==> src/rtl/uart_rx_fifo.sv <==
// 8N1 UART receiver with 16x oversampling feeding a first-word-fall-through receive FIFO.
// Sticky overflow/frame-error flags; clr_err clears both unless a set event lands the same cycle.
`timescale 1ns/1ps
module uart_rx_fifo #(
   parameter int unsigned OVERSAMPLE_DIV = 36,
   parameter int unsigned FIFO_DEPTH     = 8
) (
   input  logic                          clock,
   input  logic                          reset_n,
   input  logic                          UART_Rx,
   input  logic                          rd_en,
   output logic [7:0]                    rd_data,
   output logic                          empty,
   output logic [$clog2(FIFO_DEPTH):0]   count,
   output logic                          overflow,
   output logic                          frame_err,
   input  logic                          clr_err
);

   localparam int unsigned AW = $clog2(FIFO_DEPTH);
   localparam int unsigned CW = AW + 1;
   localparam logic [15:0]   TickMax = 16'(OVERSAMPLE_DIV - 1);
   localparam logic [CW-1:0] Full    = CW'(FIFO_DEPTH);

   localparam logic [1:0] StIdle  = 2'd0;
   localparam logic [1:0] StStart = 2'd1;
   localparam logic [1:0] StData  = 2'd2;
   localparam logic [1:0] StStop  = 2'd3;

   logic          rx_meta_q, rxs_q, rxs_prev_q;
   logic [15:0]   tcnt_q, tcnt_d;
   logic          tick;
   logic [1:0]    state_q, state_d;
   logic [3:0]    scnt_q, scnt_d;
   logic [2:0]    bidx_q, bidx_d;
   logic [7:0]    shreg_q, shreg_d;
   logic          push, ferr_set;
   logic          full, do_push, do_pop;
   logic [AW-1:0] wptr_q, wptr_d, rptr_q, rptr_d;
   logic [CW-1:0] count_q, count_d;
   logic          overflow_q, overflow_d, frame_err_q, frame_err_d;
   logic [7:0]    mem_q [FIFO_DEPTH];

   assign tick   = (tcnt_q == TickMax);
   assign tcnt_d = tick ? 16'd0 : tcnt_q + 16'd1;

   always_comb begin
      state_d  = state_q;
      scnt_d   = scnt_q;
      bidx_d   = bidx_q;
      shreg_d  = shreg_q;
      push     = 1'b0;
      ferr_set = 1'b0;
      case (state_q)
         StIdle: begin
            if (rxs_prev_q && !rxs_q) begin
               state_d = StStart;
               scnt_d  = 4'd0;
            end
         end
         StStart: begin
            if (tick) begin
               if (scnt_q == 4'd7) begin
                  // A high line at the start-bit midpoint is treated as a glitch.
                  if (!rxs_q) begin
                     state_d = StData;
                     scnt_d  = 4'd0;
                     bidx_d  = 3'd0;
                  end else begin
                     state_d = StIdle;
                  end
               end else begin
                  scnt_d = scnt_q + 4'd1;
               end
            end
         end
         StData: begin
            if (tick) begin
               scnt_d = scnt_q + 4'd1;
               if (scnt_q == 4'd15) begin
                  shreg_d[bidx_q] = rxs_q;
                  bidx_d          = bidx_q + 3'd1;
                  if (bidx_q == 3'd7) begin
                     state_d = StStop;
                     scnt_d  = 4'd0;
                  end
               end
            end
         end
         default: begin
            if (tick) begin
               scnt_d = scnt_q + 4'd1;
               if (scnt_q == 4'd15) begin
                  state_d  = StIdle;
                  push     = rxs_q;
                  ferr_set = !rxs_q;
               end
            end
         end
      endcase
   end

   always_comb begin
      full    = (count_q == Full);
      do_pop  = rd_en && (count_q != '0);
      // A simultaneous pop frees a slot, so a push into a full FIFO still lands.
      do_push = push && (!full || do_pop);
      wptr_d  = do_push ? wptr_q + AW'(1) : wptr_q;
      rptr_d  = do_pop ? rptr_q + AW'(1) : rptr_q;
      count_d = count_q;
      if (do_push && !do_pop) count_d = count_q + CW'(1);
      if (!do_push && do_pop) count_d = count_q - CW'(1);
      overflow_d  = (overflow_q && !clr_err) || (push && full && !do_pop);
      frame_err_d = (frame_err_q && !clr_err) || ferr_set;
   end

   always_ff @(posedge clock or negedge reset_n) begin
      if (!reset_n) begin
         rx_meta_q   <= 1'b1;
         rxs_q       <= 1'b1;
         rxs_prev_q  <= 1'b1;
         tcnt_q      <= 16'd0;
         state_q     <= StIdle;
         scnt_q      <= 4'd0;
         bidx_q      <= 3'd0;
         shreg_q     <= 8'h00;
         wptr_q      <= '0;
         rptr_q      <= '0;
         count_q     <= '0;
         overflow_q  <= 1'b0;
         frame_err_q <= 1'b0;
      end else begin
         rx_meta_q   <= UART_Rx;
         rxs_q       <= rx_meta_q;
         rxs_prev_q  <= rxs_q;
         tcnt_q      <= tcnt_d;
         state_q     <= state_d;
         scnt_q      <= scnt_d;
         bidx_q      <= bidx_d;
         shreg_q     <= shreg_d;
         wptr_q      <= wptr_d;
         rptr_q      <= rptr_d;
         count_q     <= count_d;
         overflow_q  <= overflow_d;
         frame_err_q <= frame_err_d;
      end
   end

   // Storage is not reset; rd_data is masked while empty.
   always_ff @(posedge clock) begin
      if (do_push) mem_q[wptr_q] <= shreg_q;
   end

   assign empty     = (count_q == '0);
   assign count     = count_q;
   assign rd_data   = empty ? 8'h00 : mem_q[rptr_q];
   assign overflow  = overflow_q;
   assign frame_err = frame_err_q;

endmodule

==> config.mk <==
export PLATFORM = sky130hd
export DESIGN_NAME = uart_rx_fifo
export DESIGN_NICKNAME = d
export VERILOG_FILES = /design/src/rtl/uart_rx_fifo.sv
export SDC_FILE = /design/constraint.sdc
export NUM_CORES = 1
export LEC_CHECK = 0
export ABC_AREA = 1
export BUFFER_PORTS_ARGS = -buffer_cell sky130_fd_sc_hd__buf_2
export CAP_MARGIN = 20
export CORE_AREA = 4 4 117 119
export CTS_CLUSTER_SIZE = 10
export DETAILED_ROUTE_END_ITERATION = 8
export DIE_AREA = 0 0 121 123
export PLACE_DENSITY = 0.6
export SLEW_MARGIN = 30
export SYNTH_ARGS = -nofsm -noshare
export SYNTH_HDL_FRONTEND = slang
export SYNTH_SLANG_ARGS = --single-unit
==> constraint.sdc <==
create_clock -name clock -period 3.7 [get_ports clock]
set_input_delay 0.37 -clock clock [delete_from_list [all_inputs] [get_ports clock]]
set_output_delay 0.37 -clock clock [all_outputs]
set_load 0.005 [all_outputs]
* After elaboration in Yosys (flattened, before gate mapping) *
Memories as Yosys holds them, arrays and structs flattened.
Cells that the tools add are included.

word-level totals
  output and inout port bits = 15
  bits in writable memories = 64
  register bits = 48
  memories = 1
  word-level logic and storage cells = 108
  bits of input ports = 5

memory list
  name   words  width  rd ports  clocked after memory_dff  wr ports  line  RTL
  mem_q  8      8      1         0                         1         42    logic [7:0] mem_q [FIFO_DEPTH];

cells by class
  muxes and demuxes = 40
  order comparisons = 2
  reduce and logical (&&, ||, !) cells = 30
  equal/unequal tests = 15
  $add $sub $neg = 7

operators with widths
  operator                                        count
  2-to-1 mux 4 bit                                10
  2-to-1 mux 2 bit                                9
  adder 16 x 1 -> 16 bit, second input constant   1
  == test 16 x 6 -> 1 bit, second input constant  1
  2-to-1 mux 16 bit                               1
  2-to-1 mux 3 bit                                5
  inequality test 2 bit, second input constant    7
  case mux 4 bit (3 select lines)                 1
  logical AND 1 bit                               10
  adder 3 x 1 -> 3 bit, second input constant     3
  2-to-1 mux 1 bit                                9
  adder 4 x 1 -> 4 bit, second input constant     2
  bitwise mux 8 bit                               1
  == test 4 bit, second input constant            2
  2-to-1 mux 8 bit                                1
  AND reduction 8 bit                             1
  case mux 2 bit (3 select lines)                 1
  case mux 3 bit (2 select lines)                 1
  AND reduction 6 bit                             1
  nonzero test 2 bit                              3
  zero test 1 bit                                 5
  AND reduction 5 bit                             1
  == test 4 x 3 -> 1 bit, second input constant   1
  zero test 4 bit                                 1
  other kinds (14)                                16

* Logic depth before layout (Yosys ltp) *
  depth after elaboration = 8
  mapped depth = 16
  depth with buffers taken out = 16

* Least setup slack after synthesis *
Ideal clock, no wire load.

  path type = register -> register
  start point = reg scnt_q[0]
  end point = mem mem_q[0][0], enable pin
  clock period less this slack = 2413 ps
  library setup time = 383 ps
  cell stages (with the launch flop) = 9
  path buffers = 0
  arrival time = 2030 ps
  slack = 1287 ps
  path through = dfrtp_1 ha_1 nand2_1 nor2_1 nand4_4 nor2_4 inv_2 or2_4 nor3_1

on the way
  longest elaborated chain between the ends = 7

ends and longest elaborated chain
  element                                 line  RTL
  start, declared                         34    logic [3:0] scnt_q, scnt_d;
  start signal, assigned                  138   scnt_q <= scnt_d;
  == test 4 bit                           93    if (scnt_q == 4'd15) begin
  2-to-1 mux 1 bit                        93
  2-to-1 mux 1 bit                        91    if (tick) begin
  2-to-1 mux 1 bit                        54    case (state_q)
  logical AND 1 bit                       107   do_push = push && (!full || do_pop);
  2-to-1 mux 1 bit                        151   if (do_push) mem_q[wptr_q] <= shreg_q;
  2-to-1 mux 1 bit (implied by the code)  151
  end, declared                           42

No other way between the ends.

* Final worst setup path *
  start point = reg rptr_q[0]
  end point = out rd_data[0]

on the way
  longest elaborated chain between the ends = 2

ends and longest elaborated chain
  element                  line  RTL
  start, declared          39    logic [AW-1:0] wptr_q, wptr_d, rptr_q, rptr_d;
  start signal, assigned   142   rptr_q <= rptr_d;
  memory read (8 x 8 bit)  --
  2-to-1 mux 8 bit         156   assign rd_data = empty ? 8'h00 : mem_q[rptr_q];
  end, declared            12    output logic [7:0] rd_data,

No other way between the ends.

==> flow_metrics.env <==
export IMPL_report_final_slew_viol_count=0
export IMPL_gp_congestion=0.855
export IMPL_fin_setup_tns_ps=0
export IMPL_synth_edff_count=64
export IMPL_fmax_mhz=363
export IMPL_post_cts_buffers=0
export IMPL_synth_compound_area_share_pct=9.40
export IMPL_pre_cts_ws_ps=1080
export IMPL_die_width_um=121
export IMPL_ios=20
export IMPL_h_tree_depth=3
export IMPL_antenna_left=0
export IMPL_reg2reg_slack_ps=1410
export IMPL_ys_ff_latch=112
export IMPL_ys_flop_type="edfxtp_1"
export IMPL_mostFrequentLayoutCell="nor2_1"
export IMPL_io_buffers=19
export IMPL_synth_cell_type_count=29
export IMPL_synthMuxAreaShare_pct=0
export IMPL_synth_xor_area_share_pct=2.48
export IMPL_ys_async_sr_fraction_pct=42.9
export IMPL_drcViolationCount=0
export IMPL_cts_tree="yes"
export IMPL_wl_per_cell_um=13.4
export IMPL_setup_viol=0
export IMPL_r2r_start="scnt_q[0]"
export IMPL_reg2reg_to="mem_q[5][6]"
export IMPL_power_density_mw_per_mm2=588
export IMPL_register_area_mm2=0.00313
export IMPL_final_setup_skew_ps=7.04
export IMPL_dpl_instance_area_mm2=0.00529
export IMPL_maxCapViolations=0
export IMPL_hold_class="input port to asynchronous set/reset pin"
export IMPL_tightest_slew_ps=820
export IMPL_drt_pre_antenna_iters=4
export IMPL_run_status="completed"
export IMPL_initial_core_util_pct=39.4
export IMPL_final_cell_mix="nor2_1 (95), edfxtp_1 (64), nand2_1 (62)"
export IMPL_layout_drive_gt1_share_pct=10.9
export IMPL_cts_made_buffers=9
export IMPL_post_route_period_util_pct=74.4
export IMPL_via_per_inst=4.88
export IMPL_crit_arrival_ps=2380
export IMPL_synth_top_family_by_area="simple AND/OR/NAND/NOR gates"
export IMPL_syn_cell_area_mm2=0.00495
export IMPL_die_h_um=123
export IMPL_layout_setup_ws_ps=947
export IMPL_worstSetupStartpointType="register"
export IMPL_clock_root_buffer="clkbuf_16"
export IMPL_min_period_ps=2750
export IMPL_synth_top_area_cell="edfxtp_1"
export IMPL_ys_seq_area_share_pct=63.1
export IMPL_synthCells=498
export IMPL_final_fill_count=1220
export IMPL_synth_top_area_share_pct=38.8
export IMPL_grt_ovfl_total=0
export IMPL_postCtsResizedCells=0
export IMPL_cp_required_ps=3330
export IMPL_core_area_mm2=0.0126
export IMPL_rows=41
export IMPL_nets=538
export IMPL_place_hpwl_um=6430
export IMPL_synth_area_leaders="edfxtp_1 (39%), dfrtp_1 (23%), nor2_1 (7.2%), o21ai_0 (5.5%), nand2_1 (4.7%)"
export IMPL_cts_sinks=112
export IMPL_clock_path_buffers=2
export IMPL_clock_latency_ps=350
export IMPL_die_area_mm2=0.0149
export IMPL_crit_path_start="rptr_q[0]"
export IMPL_whs_ps=27.6
export IMPL_reg2reg_depth=7
export IMPL_syn_nets=510
export IMPL_path_clk_slew_ps=70
export IMPL_dr_first_iter_drc_count=269
export IMPL_peakVddDrop_mv=0.245
export IMPL_grt_pass1_vias=3341
export IMPL_vias=3433
export IMPL_max_slew_margin_pct=45.2
export IMPL_p_leak_nw=2.38
export IMPL_totalPowerFinal_mw=3.27
export IMPL_antenna_found_initial=0
export IMPL_area_growth_pct=12.4
export IMPL_synthSimpleGateAreaFrac_pct=17.6
export IMPL_multi_input_area_mm2=0.00155
export IMPL_hold_viol=0
export IMPL_n_antenna_cell=0
export IMPL_synth_warnings=0
export IMPL_synth_adder_area_share_pct=1.77
export IMPL_worstPathMaxFanout=35
export IMPL_cp_end_kind="output pin"
export IMPL_hold_buffers=0
export IMPL_grt_start_max_net_pins=49
export IMPL_grt_pass1_wl_um=16200
export IMPL_criticalPathCategory="register to output pin"
export IMPL_track_usage_pct=13.7
export IMPL_fin_area_mm2=0.00557
export IMPL_totalWireLength_um=9390
export IMPL_post_synth_cell_area_avg_um2=9.95
export IMPL_rsz0062_at_grt="false"
export IMPL_endpoint="rd_data[0]"
cell type report:
type                       instances  share of cell area, %
sequential                       112                   56.2
clock buffer                      11                   4.18
multi-input combinational        312                   27.9
tap                              172                   3.87
inverter                          64                   4.32
timing repair buffer              27                   2.83
clock inverter                     5                  0.697
worst max-delay path, stage by stage, from the launching register on:
cell and delay [ps]:
dfrtp_1 360, buf_4 240, inv_1 640, o21ai_0 170
o22ai_1 140, o21ai_0 100, a31oi_1 210, buf_2 150
power by group:
| group | internal (mW) | switching (mW) | total [mW] |
|---|---|---|---|
| Clock | 0.463 | 0.428 | 0.891 |
| Sequential | 1.38 | 0.0886 | 1.47 |
| Combinational | 0.337 | 0.574 | 0.912 |
| Total | 2.18 | 1.09 | 3.27 |
registers in the layout (all words and copies together) (netlist names):
signal      flops
wptr_q          3
rx_meta_q       1
shreg_q         8
rptr_q          3
bidx_q          3
rxs_prev_q      1
mem_q          64
overflow        1
scnt_q          4
rxs_q           1
count           4
state_q         2
tcnt_q         16
frame_err       1
stage by stage:
step | util, % | cells
after global placement | 42.1 | 687
after global routing | 44.3 | 703
after detailed placement | 42.1 | 687
after floorplan | - | 498
final | 44.3 | 703
after CTS | 44.2 | 703
per-layer routing:
metal  track usage (%)  vias up  routed length [um]
li1                  -     1714                   -
met1              18.3     1660                4360
met4              3.90        0                  67
met3              3.20        7                 352
met2              22.6       52                4610
met5                 0        -                   0
synth_stat cells, types with 2 or more instances:
cell type / number
a21oi_1: 8
edfxtp_1: 64
xnor2_1: 2
dfstp_2: 3
nor3_1: 15
o21ai_0: 54
nor2_4: 2
a31oi_1: 8
inv_2: 6
xor2_1: 12
ha_1: 7
nand3_1: 17
nor2_1: 95
nand4_1: 5
o21ai_1: 4
nand2_1: 62
inv_1: 58
o22ai_1: 11
nor2_2: 2
clkbuf_1: 10
dfrtp_1: 45
logic make-up (layout without fill, tap and decap cells):
logic type,count (synthesis),in the layout
AND/OR/NAND/NOR,204,204
flip-flops,112,112
buffers and inverters,74,107
adder cells (fa/ha/maj),7,7
XOR/XNOR,14,14
AO/OA/AOI/OAI,87,87
how the worst min path moves through the flow:
stage and endpoint:
2_1_floorplan bidx_q[0], 5_1_grt scnt_q[1], 6_report scnt_q[1], 4_1_cts count[1], 3_3_place_gp rxs_q, 3_5_place_dp rxs_q
Note: power is estimated with default switching activity, not from simulation.
